===== config.mk =====
export PLATFORM = sky130hd
export DESIGN_NAME = ice40_rgb_wb_ctrl
export DESIGN_NICKNAME = d
export VERILOG_FILES = /design/src/rtl/ice40_rgb_wb_pkg.sv /design/src/rtl/rgb_pwm_chan.sv /design/src/rtl/ice40_rgb_wb_ctrl.sv
export SDC_FILE = /design/constraint.sdc
export NUM_CORES = 1
export LEC_CHECK = 0
export CORE_MARGIN = 2
export CORE_UTILIZATION = 35
export DETAILED_ROUTE_END_ITERATION = 16
export PLACE_DENSITY_LB_ADDON = 0.25
export SETUP_SLACK_MARGIN = 0.05
export SLEW_MARGIN = 25
export SYNTH_ARGS = -nofsm -noshare
export SYNTH_HDL_FRONTEND = slang
export SYNTH_SLANG_ARGS = --single-unit

===== constraint.sdc =====
create_clock -name clk_4x_s -period 2.4 [get_ports clk_4x_s]
set_input_delay 0.48 -clock clk_4x_s [delete_from_list [all_inputs] [get_ports clk_4x_s]]
set_output_delay 0.48 -clock clk_4x_s [all_outputs]
set_load 0.005 [all_outputs]

===== src/rtl/ice40_rgb_wb_pkg.sv =====
// Shared constants for the iCE40 RGB LED Wishbone controller.
// Holds the register map, CTRL bit positions and the duty/prescaler widths.
package ice40_rgb_wb_pkg;

  localparam int unsigned DutyW = 8;
  localparam int unsigned PreW  = 12;

  localparam logic [4:0] AddrCtrl   = 5'h00;
  localparam logic [4:0] AddrPre    = 5'h01;
  localparam logic [4:0] AddrDuty0  = 5'h02;
  localparam logic [4:0] AddrDuty1  = 5'h03;
  localparam logic [4:0] AddrDuty2  = 5'h04;
  localparam logic [4:0] AddrStatus = 5'h05;

  localparam int unsigned CtrlEn     = 0;
  localparam int unsigned CtrlCurren = 1;
  localparam int unsigned CtrlLeden  = 2;

endpackage


===== src/rtl/rgb_pwm_chan.sv =====
// One PWM channel: software duty register, period-aligned active-duty shadow and compare.
// Ports:
//   clk_4x_s, rst : clock, synchronous active-high reset
//   we_i, wdata_i : duty register write strobe and data
//   load_i        : copy duty register into the active shadow (period wrap or PWM disabled)
//   en_i, cnt_i   : PWM enable and shared PWM counter
//   duty_o        : duty register readback
//   pwm_o         : combinational channel-on (registered by the top before the pad)
module rgb_pwm_chan
  import ice40_rgb_wb_pkg::*;
(
  input  logic             clk_4x_s,
  input  logic             rst,
  input  logic             we_i,
  input  logic [DutyW-1:0] wdata_i,
  input  logic             load_i,
  input  logic             en_i,
  input  logic [DutyW-1:0] cnt_i,
  output logic [DutyW-1:0] duty_o,
  output logic             pwm_o
);

  logic [DutyW-1:0] duty_q;
  logic [DutyW-1:0] active_q;

  always_ff @(posedge clk_4x_s) begin
    if (rst) begin
      duty_q   <= '0;
      active_q <= '0;
    end else begin
      if (we_i)   duty_q   <= wdata_i;
      // Shadow only follows at a period boundary so a mid-period write cannot glitch.
      if (load_i) active_q <= duty_q;
    end
  end

  assign duty_o = duty_q;
  assign pwm_o  = en_i & (cnt_i < active_q);

endmodule


===== src/rtl/ice40_rgb_wb_ctrl.sv =====
// Wishbone-controlled three-channel RGB LED PWM driver.
// Ports:
//   clk_4x_s, rst         : clock, synchronous active-high reset
//   pad_rgb[2:0]          : LED pads, active-low in the RTL driver (bit i = channel i)
//   wb_addr, wb_wdata,
//   wb_we, wb_cyc         : Wishbone request (word address, full-word writes)
//   wb_rdata, wb_ack      : Wishbone response; two-cycle access, rdata is 0 outside ack
// Build option: define ICE40_RGB_HARD_DRV_EN to drive the pads through SB_RGBA_DRV
// (uses the current parameters); otherwise a pure RTL pad equation is used.
module ice40_rgb_wb_ctrl
  import ice40_rgb_wb_pkg::*;
#(
  parameter CURRENT_MODE = "0b1",
  parameter RGB0_CURRENT = "0b000001",
  parameter RGB1_CURRENT = "0b000001",
  parameter RGB2_CURRENT = "0b000001"
) (
  input  logic        clk_4x_s,
  input  logic        rst,
  output logic [2:0]  pad_rgb,
  input  logic [4:0]  wb_addr,
  output logic [31:0] wb_rdata,
  input  logic [31:0] wb_wdata,
  input  logic        wb_we,
  input  logic        wb_cyc,
  output logic        wb_ack
);

  logic                  ack_r;
  logic [31:0]           rdata_q;
  logic [31:0]           rd_mux;
  logic [2:0]            ctrl_q;
  logic [PreW-1:0]       pre_q;
  logic [PreW-1:0]       pre_cnt_q;
  logic [DutyW-1:0]      cnt_q;
  logic [2:0][DutyW-1:0] duty;
  logic [2:0]            pwm;
  logic [2:0]            pwm_q;
  logic                  en;
  logic                  tick;
  logic                  load;
  logic                  wr;

  assign en   = ctrl_q[CtrlEn];
  assign tick = en & (pre_cnt_q == pre_q);
  // Reload the shadows as the PWM counter rolls 255 -> 0, and continuously while disabled.
  assign load = ~en | (tick & (cnt_q == {DutyW{1'b1}}));
  assign wr   = wb_cyc & wb_we & ack_r;

  always_comb begin
    rd_mux = '0;
    case (wb_addr)
      AddrCtrl:   rd_mux = {29'd0, ctrl_q};
      AddrPre:    rd_mux = {20'd0, pre_q};
      AddrDuty0:  rd_mux = {24'd0, duty[0]};
      AddrDuty1:  rd_mux = {24'd0, duty[1]};
      AddrDuty2:  rd_mux = {24'd0, duty[2]};
      AddrStatus: rd_mux = {23'd0, tick, cnt_q};
      default:    rd_mux = '0;
    endcase
  end

  always_ff @(posedge clk_4x_s) begin
    if (rst) begin
      ack_r     <= 1'b0;
      rdata_q   <= '0;
      ctrl_q    <= '0;
      pre_q     <= '0;
      pre_cnt_q <= '0;
      cnt_q     <= '0;
      pwm_q     <= '0;
    end else begin
      ack_r   <= wb_cyc & ~ack_r;
      rdata_q <= (wb_cyc & ~ack_r) ? rd_mux : '0;
      if (wr && wb_addr == AddrCtrl) ctrl_q <= wb_wdata[2:0];
      if (wr && wb_addr == AddrPre)  pre_q  <= wb_wdata[PreW-1:0];
      if (!en) begin
        pre_cnt_q <= '0;
        cnt_q     <= '0;
      end else begin
        // A PRESCALE written below the current count lets the counter run on to wrap at 4095.
        pre_cnt_q <= tick ? '0 : pre_cnt_q + 1'b1;
        if (tick) cnt_q <= cnt_q + 1'b1;
      end
      pwm_q <= pwm;
    end
  end

  assign wb_ack   = ack_r;
  assign wb_rdata = rdata_q;

  for (genvar i = 0; i < 3; i++) begin : g_chan
    rgb_pwm_chan u_chan (
      .clk_4x_s (clk_4x_s),
      .rst      (rst),
      .we_i     (wr && (wb_addr == AddrDuty0 + 5'(i))),
      .wdata_i  (wb_wdata[DutyW-1:0]),
      .load_i   (load),
      .en_i     (en),
      .cnt_i    (cnt_q),
      .duty_o   (duty[i]),
      .pwm_o    (pwm[i])
    );
  end

`ifdef ICE40_RGB_HARD_DRV_EN
  SB_RGBA_DRV #(
    .CURRENT_MODE (CURRENT_MODE),
    .RGB0_CURRENT (RGB0_CURRENT),
    .RGB1_CURRENT (RGB1_CURRENT),
    .RGB2_CURRENT (RGB2_CURRENT)
  ) u_rgb_drv (
    .CURREN   (ctrl_q[CtrlCurren]),
    .RGBLEDEN (ctrl_q[CtrlLeden]),
    .RGB0PWM  (pwm_q[0]),
    .RGB1PWM  (pwm_q[1]),
    .RGB2PWM  (pwm_q[2]),
    .RGB0     (pad_rgb[0]),
    .RGB1     (pad_rgb[1]),
    .RGB2     (pad_rgb[2])
  );

  logic unused_bits;
  assign unused_bits = ^wb_wdata[31:PreW];
`else
  assign pad_rgb = ~(pwm_q & {3{ctrl_q[CtrlCurren] & ctrl_q[CtrlLeden]}});

  // Current settings only mean something to the hard driver.
  logic unused_bits;
  assign unused_bits = ^{wb_wdata[31:PreW], CURRENT_MODE, RGB0_CURRENT, RGB1_CURRENT,
                         RGB2_CURRENT};
`endif

endmodule


==> results of run 1 <==
==> logic make-up after synthesis <==
| group | Yosys count |
|---|---|
| flip-flops | 99 |
| XOR/XNOR | 25 |
| multiplexers | 75 |
| adder cells (fa/ha/maj) | 23 |
| other | 1 |
| AND/OR/NAND/NOR | 181 |
| buffers and inverters | 72 |
| AO/OA/AOI/OAI | 47 |
==> worst paths after layout <==
kind                             endpoint  slack [ns]  cells after the start
max reg2reg  g_chan[1].u_chan.active_q[2]        0.24                      6
min reg2reg  g_chan[2].u_chan.active_q[1]        0.48                      2
max          g_chan[1].u_chan.active_q[2]        0.24                      6
min          g_chan[2].u_chan.active_q[1]        0.48                      2
==> routing by layer <==
layer | track usage [%] | vias to the layer above | wire length (um)
li1 | - | 1806 | -
met1 | 20.76 | 1764 | 5240
met2 | 28.58 | 68 | 5927
met3 | 3.903 | 10 | 418
met4 | 5.388 | 0 | 145
met5 | 0 | - | 0
==> area by class of cell <==
| class | count | area share (%) |
|---|---|---|
| multi-input cells | 371 | 45.49 |
| flip-flops and latches | 99 | 34.02 |
| repair buffers | 53 | 8.505 |
| clock buffers | 10 | 4.102 |
| well taps | 180 | 3.866 |
| clock inverters | 5 | 2.148 |
| inverters | 29 | 1.869 |
==> worst reg2reg max path: stages (launching register included) <==
cell and delay, ns:
dfxtp_1 0.62, ha_1 0.23, inv_1 0.06, nor4_4 0.49
a41oi_4 0.16, buf_4 0.29, mux2i_1 0.18
==> cells in the final DEF, fill, tap and decap left out, types with 2 or more instances in the layout <==
cell type	synthesis	routed
conb_1	1	20
inv_1	29	29
and4_1	2	2
and2_1	2	2
nor4_1	4	4
a21oi_1	17	17
a21o_1	8	8
o211ai_1	3	3
nand2b_1	54	54
o21ba_2	2	2
nand3_1	15	15
nand4_1	3	3
bufinv_16	0	4
nand2_1	9	9
a221oi_1	3	3
xnor2_2	2	2
xnor2_1	15	15
ha_1	23	23
buf_4	20	16
and3_1	10	10
clkdlybuf4s50_1	0	35
o22ai_1	3	3
nor2_1	68	68
dfxtp_1	99	99
xor2_1	8	8
o311ai_0	3	3
or4_1	3	3
a22oi_1	6	6
nor3_1	2	2
mux2i_1	75	75
clkbuf_16	0	9
==> sequential cells by signal, summed over array words and instances (netlist names) <==
name and count:
wb_rdata 12, g_chan.u_chan.duty_o 24, ctrl_q 3, cnt_q 8, pre_q 12, pwm_q 3
pre_cnt_q 12, g_chan.u_chan.active_q 24, wb_ack 1
==> report_power, final <==
| part | internal, mW | switching (mW) | total [mW] |
|---|---|---|---|
| clock network | 1.14 | 0.621 | 1.77 |
| logic | 0.0575 | 0.0644 | 0.122 |
| registers | 1.64 | 0.00169 | 1.65 |
==> stage by stage <==
step                hold slack [ns]  instances  cell area (um^2)  util, %
global route                 0.4971        747              5826    42.13
CTS                          0.4793        747              5826    42.13
floorplan                    0.4519        542              4997        -
finish                       0.4757        747              5826    42.13
global placement             0.4624        732              5461    39.50
detailed placement           0.4676        732              5461    39.50
==> report_table.html, run 1 <==
<table>
<tr><th>Metric</th><th>Value</th></tr>
<tr><th colspan="2">Timing</th></tr>
<tr><td>Worst slew margin relative to its limit</td><td>57.44%</td></tr>
<tr><td>Post-route setup slack</td><td>0.2433 ns</td></tr>
<tr><td>Final critical delay including setup and external delays</td><td>2.157 ns</td></tr>
<tr><td>Final worst path period share</td><td>89.86%</td></tr>
<tr><td>Max-slew violation total from the final report</td><td>0</td></tr>
<tr><td>Total negative setup slack</td><td>0 ns</td></tr>
<tr><td>Final Hold Fails</td><td>0</td></tr>
<tr><td>Final setup violation count</td><td>0</td></tr>
<tr><td>Worst Tran Pin Value</td><td>0.6384 ns</td></tr>
<tr><td>RSZ-0062 raised after global routing</td><td>false</td></tr>
<tr><td>Fmax achieved</td><td>463.7 MHz</td></tr>
<tr><td>Clock skew after layout</td><td>0.008565 ns</td></tr>
<tr><th colspan="2">Drt</th></tr>
<tr><td>Per-cell routed wire length</td><td>15.70 um</td></tr>
<tr><td>Remaining antenna violation count</td><td>0</td></tr>
<tr><td>Count of TritonRoute iterations in the first routing pass</td><td>4</td></tr>
<tr><td>Drt total wl</td><td>11730 um</td></tr>
<tr><td>Post-detailed-route DRC marker count</td><td>0</td></tr>
<tr><td>Vias per cell</td><td>4.884</td></tr>
<tr><td>Detailed-route via count</td><td>3648</td></tr>
<tr><td>Number of design-rule violations left by the first detailed-router iteration</td><td>254</td></tr>
<tr><th colspan="2">Worst setup path</th></tr>
<tr><td>Delay-heaviest family, CP</td><td>flip-flops</td></tr>
<tr><td>Buffers plus inverters on the worst setup path</td><td>2</td></tr>
<tr><td>Required time of the critical path</td><td>2.62 ns</td></tr>
<tr><td>Slowest stage cell, crit path</td><td>dfxtp_1</td></tr>
<tr><td>Worst r2r src</td><td>cnt_q[1]</td></tr>
<tr><td>Worst setup path startpoint</td><td>cnt_q[1]</td></tr>
<tr><td>Crit Path Max Fanout</td><td>24</td></tr>
<tr><td>Startpoint class of the critical path</td><td>flip-flop</td></tr>
<tr><td>Worst setup EP type</td><td>flip-flop</td></tr>
<tr><td>Critical Path Max Stage Delay</td><td>0.62 ns</td></tr>
<tr><td>List of cells traversed by the critical path</td><td>ha_1 &gt; inv_1 &gt; nor4_4 &gt; a41oi_4 &gt; buf_4 &gt; mux2i_1</td></tr>
<tr><td>Critical Setup Path Class</td><td>reg -&gt; reg</td></tr>
<tr><td>Arrival time at the worst endpoint</td><td>2.38 ns</td></tr>
<tr><th colspan="2">Global routing</th></tr>
<tr><td>Final global-route overflow total</td><td>0</td></tr>
<tr><td>Global-route wire length before repair</td><td>18900 um</td></tr>
<tr><td>Number of global-route vias before repair</td><td>3644</td></tr>
<tr><td>Antenna violations before repair</td><td>0</td></tr>
<tr><td>Total routing usage reported by global routing</td><td>16.72%</td></tr>
<tr><td>Maximum number of pins on one net before global-route repair</td><td>51</td></tr>
<tr><th colspan="2">Synth</th></tr>
<tr><td>Number of enable flip-flop cells after synthesis</td><td>0</td></tr>
<tr><td>Average cell area after synthesis</td><td>9.419 um^2</td></tr>
<tr><td>Simple-gate share of the synthesized area</td><td>19.56%</td></tr>
<tr><td>Synthesized-area fraction occupied by adder cells</td><td>5.842%</td></tr>
<tr><td>Cells after synthesis</td><td>523</td></tr>
<tr><td>Portion of netlist area occupied by mux cells</td><td>15.24%</td></tr>
<tr><td>Register bit count reported by yosys</td><td>99</td></tr>
<tr><td>Xor and xnor area share after synthesis</td><td>4.750%</td></tr>
<tr><td>Leading post-synthesis cells by instance count</td><td>99 x dfxtp_1, 75 x mux2i_1, 68 x nor2_1</td></tr>
<tr><td>Count of distinct cell types in the synthesized netlist</td><td>43</td></tr>
<tr><td>Dominant combinational cell family by area after synthesis</td><td>simple AND/OR/NAND/NOR gates</td></tr>
<tr><td>Library cell occupying the most area in the post-synthesis netlist</td><td>dfxtp_1</td></tr>
<tr><td>Synth Warn #</td><td>0</td></tr>
<tr><td>Top-count cell post-synth</td><td>dfxtp_1</td></tr>
<tr><td>Post-synthesis async set-or-reset flop share</td><td>0%</td></tr>
<tr><td>Synth top area share</td><td>40.23%</td></tr>
<tr><td>Combined area of all synthesized cells</td><td>0.004926 mm^2</td></tr>
<tr><td>Synth top area cells</td><td>dfxtp_1 40%, mux2i_1 15%, nand2b_1 6.9%</td></tr>
<tr><td>Post-synthesis compound-gate area fraction</td><td>6.883%</td></tr>
<tr><td>Sequential cell area fraction in the yosys report</td><td>40.23%</td></tr>
<tr><td>Post-synth top flop</td><td>dfxtp_1</td></tr>
<tr><th colspan="2">Job</th></tr>
<tr><td>MaxCap Viol Count</td><td>0</td></tr>
<tr><th colspan="2">Layout</th></tr>
<tr><td>Footprint of the flip-flops and latches</td><td>0.001982 mm^2</td></tr>
<tr><td>Diode insertion count for antenna repair</td><td>0</td></tr>
<tr><td>Layout fillers</td><td>1329</td></tr>
<tr><td>Multi-input gate area</td><td>0.002650 mm^2</td></tr>
<tr><td>Layout Nets</td><td>627</td></tr>
<tr><td>Fraction of layout cells with a size suffix above 1</td><td>7.407%</td></tr>
<tr><td>Growth of design area from synthesis to finish</td><td>18.26%</td></tr>
<tr><th colspan="2">Clock network</th></tr>
<tr><td>Clock tree buffer depth</td><td>2</td></tr>
<tr><td>Total clock buffers created by CTS</td><td>9</td></tr>
<tr><td>Later-pin clock latency in the skew report</td><td>0.35 ns</td></tr>
<tr><td>Setup Fix Bufs, Post-CTS</td><td>0</td></tr>
<tr><td>Count of H-tree levels built during CTS</td><td>3</td></tr>
<tr><td>Clock Sinks</td><td>99</td></tr>
<tr><td>CTS root buffer</td><td>clkbuf_16</td></tr>
<tr><td>CTS clk-pin slew, worst paths</td><td>0.07 ns</td></tr>
<tr><td>TritonCTS clock tree</td><td>done</td></tr>
<tr><td>Post-cts sizing count</td><td>0</td></tr>
<tr><td>Hold-fix buffer count after cts</td><td>0</td></tr>
<tr><th colspan="2">Power</th></tr>
<tr><td>Static leakage</td><td>2.193 nW</td></tr>
<tr><td>Ratio of total power to cell area</td><td>606.5 mW/mm^2</td></tr>
<tr><td>Max IR drop VDD</td><td>0.0004913 V</td></tr>
<tr><td>Total power after layout</td><td>3.533 mW</td></tr>
<tr><th colspan="2">Placed design</th></tr>
<tr><td>Worst setup timing slack at the placement stage</td><td>0.1201 ns</td></tr>
<tr><td>Detail Placement HPWL</td><td>8621 um</td></tr>
<tr><td>Final weighted congestion of routability-driven global placement</td><td>0.7752</td></tr>
<tr><td>Count of input and output buffers</td><td>36</td></tr>
<tr><th colspan="2">Die</th></tr>
<tr><td>Std cell rows</td><td>43</td></tr>
<tr><td>Die height</td><td>122.6 um</td></tr>
<tr><td>Boundary Pins</td><td>77</td></tr>
<tr><td>Die width</td><td>122.6 um</td></tr>
<tr><td>Initial Utilization</td><td>35.63%</td></tr>
<tr><td>Core box area</td><td>0.01383 mm^2</td></tr>
<tr><td>Die ar.</td><td>0.01504 mm^2</td></tr>
<tr><th colspan="2">Hold path</th></tr>
<tr><td>Min-Delay Path Class</td><td>reg -&gt; reg</td></tr>
<tr><td>Start point of the worst min-delay path</td><td>g_chan[2].u_chan.active_q[1]</td></tr>
<tr><th colspan="2">Outcome</th></tr>
<tr><td>Status</td><td>finished, final reports clean</td></tr>
</table>
Note: power is estimated with default switching activity, not from simulation.
==> run 2: changes to the inputs <==
ABC_AREA = 1   (was default)
CAP_MARGIN = 10   (was default)
==> run 2 against run 1 <==
Compared with the run above:
- routed wire length increased by 8.2%
- clock skew decreased by 0.00061 ns
- cell count is 24% higher
- fmax up 3.1%
- global-route usage up 0.94 points
- worst setup slack better by 0.065 ns
- core utilization fell by 0.68 points
- area after synthesis is 1.4% higher
- critical path depth up 2
- sequential cell count is the same
- synthesized cell count is 35% higher
- via count increased by 19%
- critical path type unchanged
- critical endpoint is now cnt_q[4]
- largest power group is now sequential cells
==> report_table.html, run 2 <==
<table>
<tr><th>Metric</th><th>Value</th></tr>
<tr><th colspan="2">Synth</th></tr>
<tr><td>Xor and xnor area share after synthesis</td><td>1.228% (-3.5 points)</td></tr>
<tr><td>Dominant combinational cell family by area after synthesis</td><td>simple AND/OR/NAND/NOR gates</td></tr>
<tr><td>Synth top area cells</td><td>dfxtp_1 40%, nand2_1 11%, nor2_1 8.1%</td></tr>
<tr><td>Sequential cell area fraction in the yosys report</td><td>39.69% (-0.54 points)</td></tr>
<tr><td>Post-synthesis async set-or-reset flop share</td><td>0% (unchanged)</td></tr>
<tr><td>Post-synthesis compound-gate area fraction</td><td>13.96% (+7.1 points)</td></tr>
<tr><td>Library cell occupying the most area in the post-synthesis netlist</td><td>dfxtp_1</td></tr>
<tr><td>Combined area of all synthesized cells</td><td>0.004994 mm^2 (+1.4%)</td></tr>
<tr><td>Average cell area after synthesis</td><td>7.073 um^2 (-25%)</td></tr>
<tr><td>Count of distinct cell types in the synthesized netlist</td><td>31 (-28%)</td></tr>
<tr><td>Synth top area share</td><td>39.69% (-0.54 points)</td></tr>
<tr><td>Leading post-synthesis cells by instance count</td><td>143 x nand2_1, 108 x nor2_1, 99 x dfxtp_1</td></tr>
<tr><td>Portion of netlist area occupied by mux cells</td><td>0% (-15 points)</td></tr>
<tr><td>Register bit count reported by yosys</td><td>99 (unchanged)</td></tr>
<tr><td>Number of enable flip-flop cells after synthesis</td><td>0 (unchanged)</td></tr>
<tr><td>Simple-gate share of the synthesized area</td><td>27.91% (+8.4 points)</td></tr>
<tr><td>Top-count cell post-synth</td><td>nand2_1</td></tr>
<tr><td>Synthesized-area fraction occupied by adder cells</td><td>5.763% (-0.079 points)</td></tr>
<tr><td>Post-synth top flop</td><td>dfxtp_1</td></tr>
<tr><td>Cells after synthesis</td><td>706 (+35%)</td></tr>
<tr><td>Synth Warn #</td><td>0 (unchanged)</td></tr>
<tr><th colspan="2">Die</th></tr>
<tr><td>Initial Utilization</td><td>35.84% (+0.21 points)</td></tr>
<tr><td>Die ar.</td><td>0.01524 mm^2 (+1.3%)</td></tr>
<tr><td>Die width</td><td>123.4 um (+0.66%)</td></tr>
<tr><td>Boundary Pins</td><td>77 (unchanged)</td></tr>
<tr><td>Core box area</td><td>0.01393 mm^2 (+0.78%)</td></tr>
<tr><td>Die height</td><td>123.4 um (+0.66%)</td></tr>
<tr><td>Std cell rows</td><td>43 (unchanged)</td></tr>
<tr><th colspan="2">Drt</th></tr>
<tr><td>Per-cell routed wire length</td><td>13.67 um (-13%)</td></tr>
<tr><td>Number of design-rule violations left by the first detailed-router iteration</td><td>305 (+20%)</td></tr>
<tr><td>Post-detailed-route DRC marker count</td><td>0 (unchanged)</td></tr>
<tr><td>Count of TritonRoute iterations in the first routing pass</td><td>4 (unchanged)</td></tr>
<tr><td>Vias per cell</td><td>4.692 (-3.9%)</td></tr>
<tr><td>Drt total wl</td><td>12690 um (+8.2%)</td></tr>
<tr><td>Remaining antenna violation count</td><td>0 (unchanged)</td></tr>
<tr><td>Detailed-route via count</td><td>4354 (+19%)</td></tr>
<tr><th colspan="2">Clock network</th></tr>
<tr><td>Total clock buffers created by CTS</td><td>9 (unchanged)</td></tr>
<tr><td>Count of H-tree levels built during CTS</td><td>3 (unchanged)</td></tr>
<tr><td>Clock tree buffer depth</td><td>2 (unchanged)</td></tr>
<tr><td>CTS clk-pin slew, worst paths</td><td>0.07 ns (about the same)</td></tr>
<tr><td>Clock Sinks</td><td>99 (unchanged)</td></tr>
<tr><td>TritonCTS clock tree</td><td>done</td></tr>
<tr><td>CTS root buffer</td><td>clkbuf_16</td></tr>
<tr><td>Hold-fix buffer count after cts</td><td>0 (unchanged)</td></tr>
<tr><td>Setup Fix Bufs, Post-CTS</td><td>0 (unchanged)</td></tr>
<tr><td>Later-pin clock latency in the skew report</td><td>0.35 ns (about the same)</td></tr>
<tr><td>Post-cts sizing count</td><td>0 (unchanged)</td></tr>
<tr><th colspan="2">Power</th></tr>
<tr><td>Static leakage</td><td>2.314 nW (+5.5%)</td></tr>
<tr><td>Total power after layout</td><td>3.248 mW (-8.1%)</td></tr>
<tr><td>Ratio of total power to cell area</td><td>562.3 mW/mm^2 (-7.3%)</td></tr>
<tr><td>Max IR drop VDD</td><td>0.0006097 V (+24%)</td></tr>
<tr><th colspan="2">Layout</th></tr>
<tr><td>Growth of design area from synthesis to finish</td><td>15.66%</td></tr>
<tr><td>Most frequent cells in the layout</td><td>143 x nand2_1, 108 x nor2_1, 98 x dfxtp_1</td></tr>
<tr><td>Final cell utilization of the core</td><td>41.45% (-0.68 points)</td></tr>
<tr><td>Most common library cell in the layout ignoring fill and taps</td><td>nand2_1</td></tr>
<tr><td>Layout Nets</td><td>807 (+29%)</td></tr>
<tr><td>Diode insertion count for antenna repair</td><td>0 (unchanged)</td></tr>
<tr><td>Post-route insts no fill</td><td>928 (+24%)</td></tr>
<tr><td>Final Instance Area</td><td>0.005776 mm^2 (-0.86%)</td></tr>
<tr><td>Fraction of layout cells with a size suffix above 1</td><td>8.422% (+1.0 points)</td></tr>
<tr><th colspan="2">Timing</th></tr>
<tr><td>Max-slew violation total from the final report</td><td>0 (unchanged)</td></tr>
<tr><td>Post-route setup slack</td><td>0.3085 ns (+0.06526 ns)</td></tr>
<tr><td>Fmax achieved</td><td>478.1 MHz (+3.1%)</td></tr>
<tr><td>Final critical delay including setup and external delays</td><td>2.091 ns (-0.06526 ns)</td></tr>
<tr><td>Final worst path period share</td><td>87.14% (-2.7 points)</td></tr>
<tr><td>Final setup violation count</td><td>0 (unchanged)</td></tr>
<tr><td>WHS</td><td>0.4756 ns (-0.0001710 ns)</td></tr>
<tr><td>Worst Tran Pin Value</td><td>0.6393 ns (+0.0009475 ns)</td></tr>
<tr><td>Total negative setup slack</td><td>0 ns (unchanged)</td></tr>
<tr><td>Clock skew after layout</td><td>0.007954 ns (-0.0006110 ns)</td></tr>
<tr><td>Worst slew margin relative to its limit</td><td>57.38% (-0.063 points)</td></tr>
<tr><td>Final Hold Fails</td><td>0 (unchanged)</td></tr>
<tr><td>RSZ-0062 raised after global routing</td><td>false</td></tr>
<tr><th colspan="2">Outcome</th></tr>
<tr><td>Status</td><td>finished, final reports clean</td></tr>
<tr><th colspan="2">Worst setup path</th></tr>
<tr><td>Arrival time at the worst endpoint</td><td>2.35 ns (-0.03 ns)</td></tr>
<tr><td>Most prevalent standard cell on the critical path</td><td>nand2_1</td></tr>
<tr><td>Worst setup EP type</td><td>flip-flop</td></tr>
<tr><td>Buffers plus inverters on the worst setup path</td><td>1 (-1)</td></tr>
<tr><td>Critical Path Max Stage Delay</td><td>0.46 ns (-0.16 ns)</td></tr>
<tr><td>Startpoint class of the critical path</td><td>flip-flop</td></tr>
<tr><td>List of cells traversed by the critical path</td><td>xnor2_1 &gt; nand2_1 &gt; nor2_2 &gt; nand2_1 &gt; nand2_1 &gt; o21ai_0 &gt; nand2_1 &gt; inv_1</td></tr>
<tr><td>Critical Setup Path Class</td><td>reg -&gt; reg</td></tr>
<tr><td>Crit Path Max Fanout</td><td>14 (-42%)</td></tr>
<tr><td>Required time of the critical path</td><td>2.66 ns (+0.04 ns)</td></tr>
<tr><td>Delay-heaviest family, CP</td><td>simple AND/OR/NAND/NOR gates</td></tr>
<tr><td>Slowest stage cell, crit path</td><td>dfxtp_1</td></tr>
<tr><th colspan="2">Placed design</th></tr>
<tr><td>Post-placement cell area</td><td>0.005474 mm^2 (+0.23%)</td></tr>
<tr><td>Final weighted congestion of routability-driven global placement</td><td>0.8299 (+7.1%)</td></tr>
<tr><td>Cell count after placement</td><td>912 (+25%)</td></tr>
<tr><td>Detail Placement HPWL</td><td>9519 um (+10%)</td></tr>
<tr><td>Worst setup timing slack at the placement stage</td><td>0.1444 ns (+0.02436 ns)</td></tr>
<tr><td>Count of input and output buffers</td><td>36 (unchanged)</td></tr>
<tr><th colspan="2">Hold path</th></tr>
<tr><td>Min-Delay Path Class</td><td>reg -&gt; reg</td></tr>
<tr><th colspan="2">Global routing</th></tr>
<tr><td>Total routing usage reported by global routing</td><td>17.67% (+0.94 points)</td></tr>
<tr><td>Number of global-route vias before repair</td><td>4015 (+10%)</td></tr>
<tr><td>Final global-route overflow total</td><td>0 (unchanged)</td></tr>
<tr><td>Global-route wire length before repair</td><td>20360 um (+7.7%)</td></tr>
<tr><td>Antenna violations before repair</td><td>0 (unchanged)</td></tr>
<tr><td>Maximum number of pins on one net before global-route repair</td><td>60 (+18%)</td></tr>
<tr><th colspan="2">Job</th></tr>
<tr><td>MaxCap Viol Count</td><td>0 (unchanged)</td></tr>
</table>
-- run 2: worst reg2reg max path, delay by kind of cell, from the launching register on --
family                    cells  cell delay [ns]
and+or+nand+nor               5             1.18
buffers and inverters         1             0.03
AOI/OAI and AO/OA             1             0.18
xor gates and xnor gates      1             0.15
DFF                           1             0.46
-- run 2: path summary, 6_finish.rpt --
check / cells after the start / slack [ns] / startpoint / endpoint
max: 8 / 0.31 / pre_cnt_q[7] / cnt_q[4]
min: 1 / 0.48 / wb_ack / wb_ack
max reg2reg: 8 / 0.31 / pre_cnt_q[7] / cnt_q[4]
min reg2reg: 1 / 0.48 / wb_ack / wb_ack
-- run 2: layout make-up --
cell class / instances / area, um^2
clock inverters: 7 / 76.32
flip-flops and latches: 99 / 1983
well taps: 180 / 225.2
clock buffers: 9 / 225.2
repair buffers: 47 / 442.9
multi-input cells: 504 / 2515
inverters: 82 / 307.8
fillers: 1484 / 8159
-- run 2: cell families after synthesis --
family	Yosys count
compound gates	122
other cells	1
flops	99
simple gates	332
xor+xnor	7
buf+inv	122
fa+ha+maj	23
-- run 2: layer usage --
layer	GRT usage (%)	wire, um	share of wire (%)
met1	22.72	5934	47
met5	0	0	0
met4	7.173	289	2.3
met2	28.61	6015	47
met3	3.967	451	3.6
-- run 2: where the power goes --
group	switching (mW)	leakage [nW]	total [mW]	internal (mW)
logic	0.0719	1.37	0.120	0.0482
clock network	0.665	0.142	1.48	0.815
registers	0.00231	0.798	1.65	1.64
==> run 3: changes to the inputs <==
CAP_MARGIN = 15   (was 10)
==> results of run 3 <==
Same layout as run 2: the final DEF is identical, and so are final timing and power.
